==> src/rtl/pe_id_config_scheduler.sv <==
// Snapshots the PE-array multicast ID tags and streams them over a serial valid/ready config bus.
// Optional build macro CFG_SKIP_DISABLED_EN: skip entries whose snapshot value is all-ones.
module pe_id_config_scheduler #(
  parameter int unsigned NUM_ROWS = 6,
  parameter int unsigned NUM_COLS = 8,
  parameter int unsigned XID_W    = 5,
  parameter int unsigned YID_W    = 3
) (
  input  logic                               clk,
  input  logic                               rst_n,
  input  logic                               start,
  input  logic [NUM_ROWS*NUM_COLS*XID_W-1:0] filter_xid_flat,
  input  logic [NUM_ROWS*NUM_COLS*XID_W-1:0] ifmap_xid_flat,
  input  logic [NUM_ROWS*NUM_COLS*XID_W-1:0] ipsum_xid_flat,
  input  logic [NUM_ROWS*NUM_COLS*XID_W-1:0] opsum_xid_flat,
  input  logic [NUM_ROWS*YID_W-1:0]          filter_yid_flat,
  input  logic [NUM_ROWS*YID_W-1:0]          ifmap_yid_flat,
  input  logic [NUM_ROWS*YID_W-1:0]          ipsum_yid_flat,
  input  logic [NUM_ROWS*YID_W-1:0]          opsum_yid_flat,
  input  logic [4:0]                         ln_config_in,
  output logic                               cfg_valid,
  input  logic                               cfg_ready,
  output logic [3:0]                         cfg_tag,
  output logic [5:0]                         cfg_addr,
  output logic [4:0]                         cfg_data,
  output logic                               busy,
  output logic                               done
);

  localparam int unsigned NUM_PE = NUM_ROWS * NUM_COLS;
  localparam int unsigned NUM_KIND = 4;
  localparam int unsigned TAG_W  = 4;
  localparam int unsigned ADDR_W = 6;
  localparam int unsigned DATA_W = 5;
  localparam int unsigned KIND_W = 2;
  localparam int unsigned PE_W   = (NUM_PE > 1) ? $clog2(NUM_PE) : 1;
  localparam int unsigned ROW_W  = (NUM_ROWS > 1) ? $clog2(NUM_ROWS) : 1;
  localparam logic [TAG_W-1:0] LAST_TAG = TAG_W'(8);

  typedef enum logic [1:0] {S_IDLE, S_LN, S_SCAN, S_DONE} state_e;

  state_e                state_q, state_d;
  logic                  valid_q, valid_d;
  logic                  busy_q, busy_d;
  logic                  done_q, done_d;
  logic [TAG_W-1:0]      tag_q, tag_d;
  logic [ADDR_W-1:0]     addr_q, addr_d;
  logic [DATA_W-1:0]     data_q, data_d;

  logic [XID_W-1:0]      snap_x_q [NUM_KIND][NUM_PE];
  logic [YID_W-1:0]      snap_y_q [NUM_KIND][NUM_ROWS];

  logic                  load_c;
  logic                  hs_c, step_c, last_c, final_c, skip_c;
  logic [TAG_W-1:0]      nxt_tag_c;
  logic [ADDR_W-1:0]     nxt_addr_c;
  logic [DATA_W-1:0]     nxt_data_c;
  logic [KIND_W-1:0]     kind_c;
  logic [XID_W-1:0]      x_val_c;
  logic [YID_W-1:0]      y_val_c;

  // Snapshot of all generator outputs, captured only on an accepted start
  always_ff @(posedge clk or negedge rst_n) begin
    if (!rst_n) begin
      for (int k = 0; k < NUM_KIND; k++) begin
        for (int i = 0; i < NUM_PE; i++) snap_x_q[k][i] <= '0;
        for (int r = 0; r < NUM_ROWS; r++) snap_y_q[k][r] <= '0;
      end
    end else if (load_c) begin
      for (int i = 0; i < NUM_PE; i++) begin
        snap_x_q[0][i] <= filter_xid_flat[i*XID_W +: XID_W];
        snap_x_q[1][i] <= ifmap_xid_flat[i*XID_W +: XID_W];
        snap_x_q[2][i] <= ipsum_xid_flat[i*XID_W +: XID_W];
        snap_x_q[3][i] <= opsum_xid_flat[i*XID_W +: XID_W];
      end
      for (int r = 0; r < NUM_ROWS; r++) begin
        snap_y_q[0][r] <= filter_yid_flat[r*YID_W +: YID_W];
        snap_y_q[1][r] <= ifmap_yid_flat[r*YID_W +: YID_W];
        snap_y_q[2][r] <= ipsum_yid_flat[r*YID_W +: YID_W];
        snap_y_q[3][r] <= opsum_yid_flat[r*YID_W +: YID_W];
      end
    end
  end

  // Walk position: tag 0 (LN) behaves as a one-entry tag so it rolls into tag 1 addr 0
  always_comb begin
    hs_c       = valid_q & cfg_ready;
    last_c     = (tag_q == '0) ||
                 (tag_q[0] ? (addr_q == ADDR_W'(NUM_ROWS - 1)) : (addr_q == ADDR_W'(NUM_PE - 1)));
    final_c    = (tag_q == LAST_TAG) && last_c;
    nxt_tag_c  = last_c ? tag_q + TAG_W'(1) : tag_q;
    nxt_addr_c = last_c ? '0 : addr_q + ADDR_W'(1);
    kind_c     = KIND_W'((nxt_tag_c - TAG_W'(1)) >> 1);
    x_val_c    = snap_x_q[kind_c][PE_W'(nxt_addr_c)];
    y_val_c    = snap_y_q[kind_c][ROW_W'(nxt_addr_c)];
    nxt_data_c = nxt_tag_c[0] ? DATA_W'(y_val_c) : DATA_W'(x_val_c);
    // With valid low in SCAN the current entry was found disabled, so move on without a handshake
    step_c     = ((state_q == S_LN) && hs_c) || ((state_q == S_SCAN) && (hs_c || !valid_q));
  end

`ifdef CFG_SKIP_DISABLED_EN
  assign skip_c = nxt_tag_c[0] ? (y_val_c == '1) : (x_val_c == '1);
`else
  assign skip_c = 1'b0;
`endif

  always_ff @(posedge clk or negedge rst_n) begin
    if (!rst_n) begin
      state_q <= S_IDLE;
      valid_q <= 1'b0;
      busy_q  <= 1'b0;
      done_q  <= 1'b0;
      tag_q   <= '0;
      addr_q  <= '0;
      data_q  <= '0;
    end else begin
      state_q <= state_d;
      valid_q <= valid_d;
      busy_q  <= busy_d;
      done_q  <= done_d;
      tag_q   <= tag_d;
      addr_q  <= addr_d;
      data_q  <= data_d;
    end
  end

  always_comb begin
    state_d = state_q;
    case (state_q)
      S_IDLE:  if (start) state_d = S_LN;
      S_LN:    if (hs_c) state_d = S_SCAN;
      S_SCAN:  if (step_c && final_c) state_d = S_DONE;
      S_DONE:  state_d = S_IDLE;
      default: state_d = S_IDLE;
    endcase
  end

  // Next values of the registered bus outputs
  always_comb begin
    load_c  = 1'b0;
    valid_d = valid_q;
    busy_d  = busy_q;
    done_d  = 1'b0;
    tag_d   = tag_q;
    addr_d  = addr_q;
    data_d  = data_q;
    case (state_q)
      S_IDLE: begin
        if (start) begin
          load_c  = 1'b1;
          valid_d = 1'b1;
          busy_d  = 1'b1;
          tag_d   = '0;
          addr_d  = '0;
          data_d  = ln_config_in;
        end
      end
      S_LN, S_SCAN: begin
        if (step_c) begin
          if (final_c) begin
            valid_d = 1'b0;
            busy_d  = 1'b0;
            done_d  = 1'b1;
            tag_d   = '0;
            addr_d  = '0;
            data_d  = '0;
          end else begin
            tag_d   = nxt_tag_c;
            addr_d  = nxt_addr_c;
            data_d  = nxt_data_c;
            valid_d = !skip_c;
          end
        end
      end
      default: ;
    endcase
  end

  assign cfg_valid = valid_q;
  assign cfg_tag   = tag_q;
  assign cfg_addr  = addr_q;
  assign cfg_data  = data_q;
  assign busy      = busy_q;
  assign done      = done_q;

endmodule
==> config.mk <==
export PLATFORM = sky130hd
export DESIGN_NAME = pe_id_config_scheduler
export DESIGN_NICKNAME = d
export VERILOG_FILES = /design/src/rtl/pe_id_config_scheduler.sv
export SDC_FILE = /design/constraint.sdc
export NUM_CORES = 2
export LEC_CHECK = 0
export BUFFER_PORTS_ARGS = -buffer_cell sky130_fd_sc_hd__buf_2
export CAP_MARGIN = 40
export CORE_AREA = 2 2 409 411
export DETAILED_ROUTE_END_ITERATION = 12
export DIE_AREA = 0 0 411 413
export SYNTH_ARGS = -nofsm -noshare
export SYNTH_HDL_FRONTEND = slang
export SYNTH_SLANG_ARGS = --single-unit
==> constraint.sdc <==
create_clock -name clk -period 9.4 [get_ports clk]
set_clock_uncertainty 0.2 [all_clocks]
set_input_delay 0.47 -clock clk [delete_from_list [all_inputs] [get_ports clk]]
set_output_delay 0.47 -clock clk [all_outputs]
set_load 0.01 [all_outputs]
==> reports/qor.yml <==
fin_area_um2: 70700
die_w_um: 411
cts_hold_buf: 1037
path_cells: "or4b_4 > a211oi_4 > nor2_1 > xnor2_1 > inv_1 > ha_1 > clkinv_2 > buf_4 > nor2_4 > buf_4 > nand3_1 > a31oi_1 > nor4_1 > nor4_1 > a31oi_1"
hpwl_mm: 158
postPlaceCellArea_um2: 56200
synth-edff-count: 0
drv_slew: 0
synthArstFlopShare_pct: 100
slew_headroom_pct: 27.1
finalWirelength_mm: 223
first_iter_violations: 3378
grt_pass1_vias: 44100
gr-usage-all-layers_pct: 25.5
tns_ns: 0
core_area_um2: 166000
crit_fanout: 22
grt.busiest_layer: "met2"
drc: 0
hold_viol: 0
setup_slack_ns: 2.54
worstPathRequired_ns: 9.84
syn-instance-count: 3843
globalplace.congestion: 0.861
gr-total-overflow: 0
cts_inserted_buffers: 118
synth_nets: 4892
final_common_cell: "buf_2"
grtUsageMet2_pct: 42.4
netlist_area_um2: 48200
use_met1_pct: 32.1
die_h_um: 413
path_class: "flip-flop to flip-flop"
setup_violations: 0
clockBufferDepth: 3
rsz0062_at_grt: "false"
wire_per_inst_um: 27.1
layout.nets: 6917
cpPeakStageDelay_ns: 0.70
clock-sinks: 1052
p_per_area_nw_per_um2: 382
drtPass1Iterations: 7
avgSynthCellArea_um2: 12.6
ios: 1059
grt_pass1_wl_mm: 313
htree_levels: 3
setup.worst_path.start: "cfg_addr[1]$_DFFE_PN0P_"
synth_warnings: 0
regToRegStartpoint: "cfg_addr[1]$_DFFE_PN0P_"
syn2layout_area_growth_pct: 46.6
power_mw: 27.0
status: "complete, no violations"
critPathBufInv: 4
cts_tree: "done"
fin_crit_sh_pct: 73.0
ant_nets: 0
cp_top_family: "simple AND/OR/NAND/NOR gates"
ir_worst_vdd_mv: 0.388
tightest_slew_ns: 1.09
hold_path.class: "primary input to async pin"
final_util_pct: 42.6
vias: 41800
ys_seq_elements: 1052
clock_latency_ns: 0.79
worstSetupStartpointType: "flip-flop"
cellLeakagePower_nw: 30.7
max_freq_mhz: 146
synth_ff_type: "dfrtp_1"
numPortBuffers: 1058
grt_max_degree: 177
period_needed_ns: 6.86
die_area_um2: 170000
max_cap_violations: 0
cp.arrival_ns: 7.30
layout.cells.most_common_list: "buf_2 (1060), dfrtp_1 (1052), dlygate4sd3_1 (1037), mux2_2 (1034), nand2_1 (562)"
yosysUniqueCellTypes: 69
clk_pin_slew_ns: 0.07
avgViaCountPerCell: 5.06
critPathCaptureType: "flip-flop"
grt_util_met3_pct: 5.70
rows: 150
antenna_found_initial: 104
cts_resized: 0
place_ws_ns: 2.60
post_cts_buffers: 0
drive_gt1_share_pct: 40.8
crit_slowest_cell: "clkinv_2"
initial_core_util_pct: 29.1
clock-root-buffer: "clkbuf_16"
yosysSeqAreaShare_pct: 54.6
## per-stage QoR
step                cells  hold WS, ns
detailed placement   6915        0.289
floorplan            3843      -0.0256
finish               8247        0.151
CTS                  8162        0.164
global placement     6901        0.283
global route         8226        0.209
## final cells by class
| cell class | count | area, um^2 |
|---|---|---|
| Multi-Input combinational cell | 2504 | 20700 |
| Tap cell | 2204 | 2760 |
| Inverter | 9 | 35.0 |
| Clock buffer | 176 | 3530 |
| Clock inverter | 34 | 388 |
| Antenna cell | 85 | 213 |
| Timing Repair Buffer | 2183 | 16700 |
| Fill cell | 15200 | 95200 |
| Sequential cell | 1052 | 26300 |
## flip-flops by register name (all words and copies together) (netlist names)
signal and flops:
cfg_data 5, cfg_tag 4, cfg_addr 6, done 1, cfg_valid 1, busy 1, state_q 2, snap_y_q 72
snap_x_q 960
## power breakdown
part | internal (mW) | total [mW] | switching, mW
sequential | 6.86 | 8.37 | 1.51
clock | 2.75 | 4.77 | 2.02
combinational | 5.61 | 13.9 | 8.25
## cell usage after synthesis, types with 3 or more instances
| master | n | area, um^2 |
|---|---|---|
| mux2i_1 | 164 | 1640 |
| o31ai_1 | 4 | 30.0 |
| buf_4 | 25 | 188 |
| and4_1 | 4 | 35.0 |
| a221oi_1 | 7 | 61.3 |
| a2111oi_0 | 4 | 35.0 |
| nor2b_1 | 4 | 25.0 |
| nand3_1 | 193 | 966 |
| o211ai_1 | 6 | 45.0 |
| a32oi_1 | 62 | 543 |
| buf_6 | 10 | 113 |
| nand4_1 | 42 | 263 |
| buf_2 | 25 | 125 |
| or2_2 | 3 | 18.8 |
| nand2b_1 | 4 | 25.0 |
| o22ai_1 | 9 | 56.3 |
| mux2_2 | 1034 | 11600 |
| a311oi_1 | 9 | 78.8 |
| a31oi_1 | 68 | 425 |
| nand2_1 | 568 | 2130 |
| inv_1 | 8 | 30.0 |
| a22oi_1 | 30 | 225 |
| mux4_2 | 24 | 541 |
| nor2_1 | 26 | 97.6 |
| a32o_1 | 8 | 80.1 |
| ha_1 | 8 | 100 |
| nor3_1 | 19 | 95.1 |
| xor2_1 | 4 | 35.0 |
| o221ai_1 | 7 | 61.3 |
| a21oi_1 | 26 | 130 |
| or3_1 | 5 | 31.3 |
| o21ai_0 | 30 | 150 |
| clkbuf_1 | 203 | 762 |
| buf_1 | 12 | 45.0 |
| a211oi_1 | 40 | 300 |
| a41oi_1 | 5 | 43.8 |
| nor4_1 | 14 | 87.6 |
| and3_1 | 39 | 244 |
| dfrtp_1 | 1052 | 26300 |
## path summary, 6_finish.rpt
check                                            end  slack, ns  cells after the start
setup / recovery             cfg_data[2]$_DFFE_PN0P_       2.54                     15
hold / removal             snap_x_q[477]$_DFFE_PN0P_       0.15                      2
setup reg to reg             cfg_data[2]$_DFFE_PN0P_       2.54                     15
hold reg to reg             snap_y_q[37]$_DFFE_PN0P_       0.30                      1
max in group asynchronous   snap_x_q[78]$_DFFE_PN0P_       6.44                      4
min in group clk           snap_x_q[705]$_DFFE_PN0P_       0.24                      3
## metal layers
layer	wire length (um)	share of wire (%)
met1	91300	41
met2	107000	48
met3	15400	6.9
met4	9170	4.1
met5	183	0.082
## cell families after synthesis
logic type | share of synthesized area (%)
AO/OA/AOI/OAI | 5.13
XOR/XNOR | 0.0908
adder cells (fa/ha/maj) | 0.208
buffers and inverters | 2.71
flip-flops | 54.6
multiplexers | 28.7
AND/OR/NAND/NOR | 8.57
Note: power is estimated with default switching activity, not from simulation.
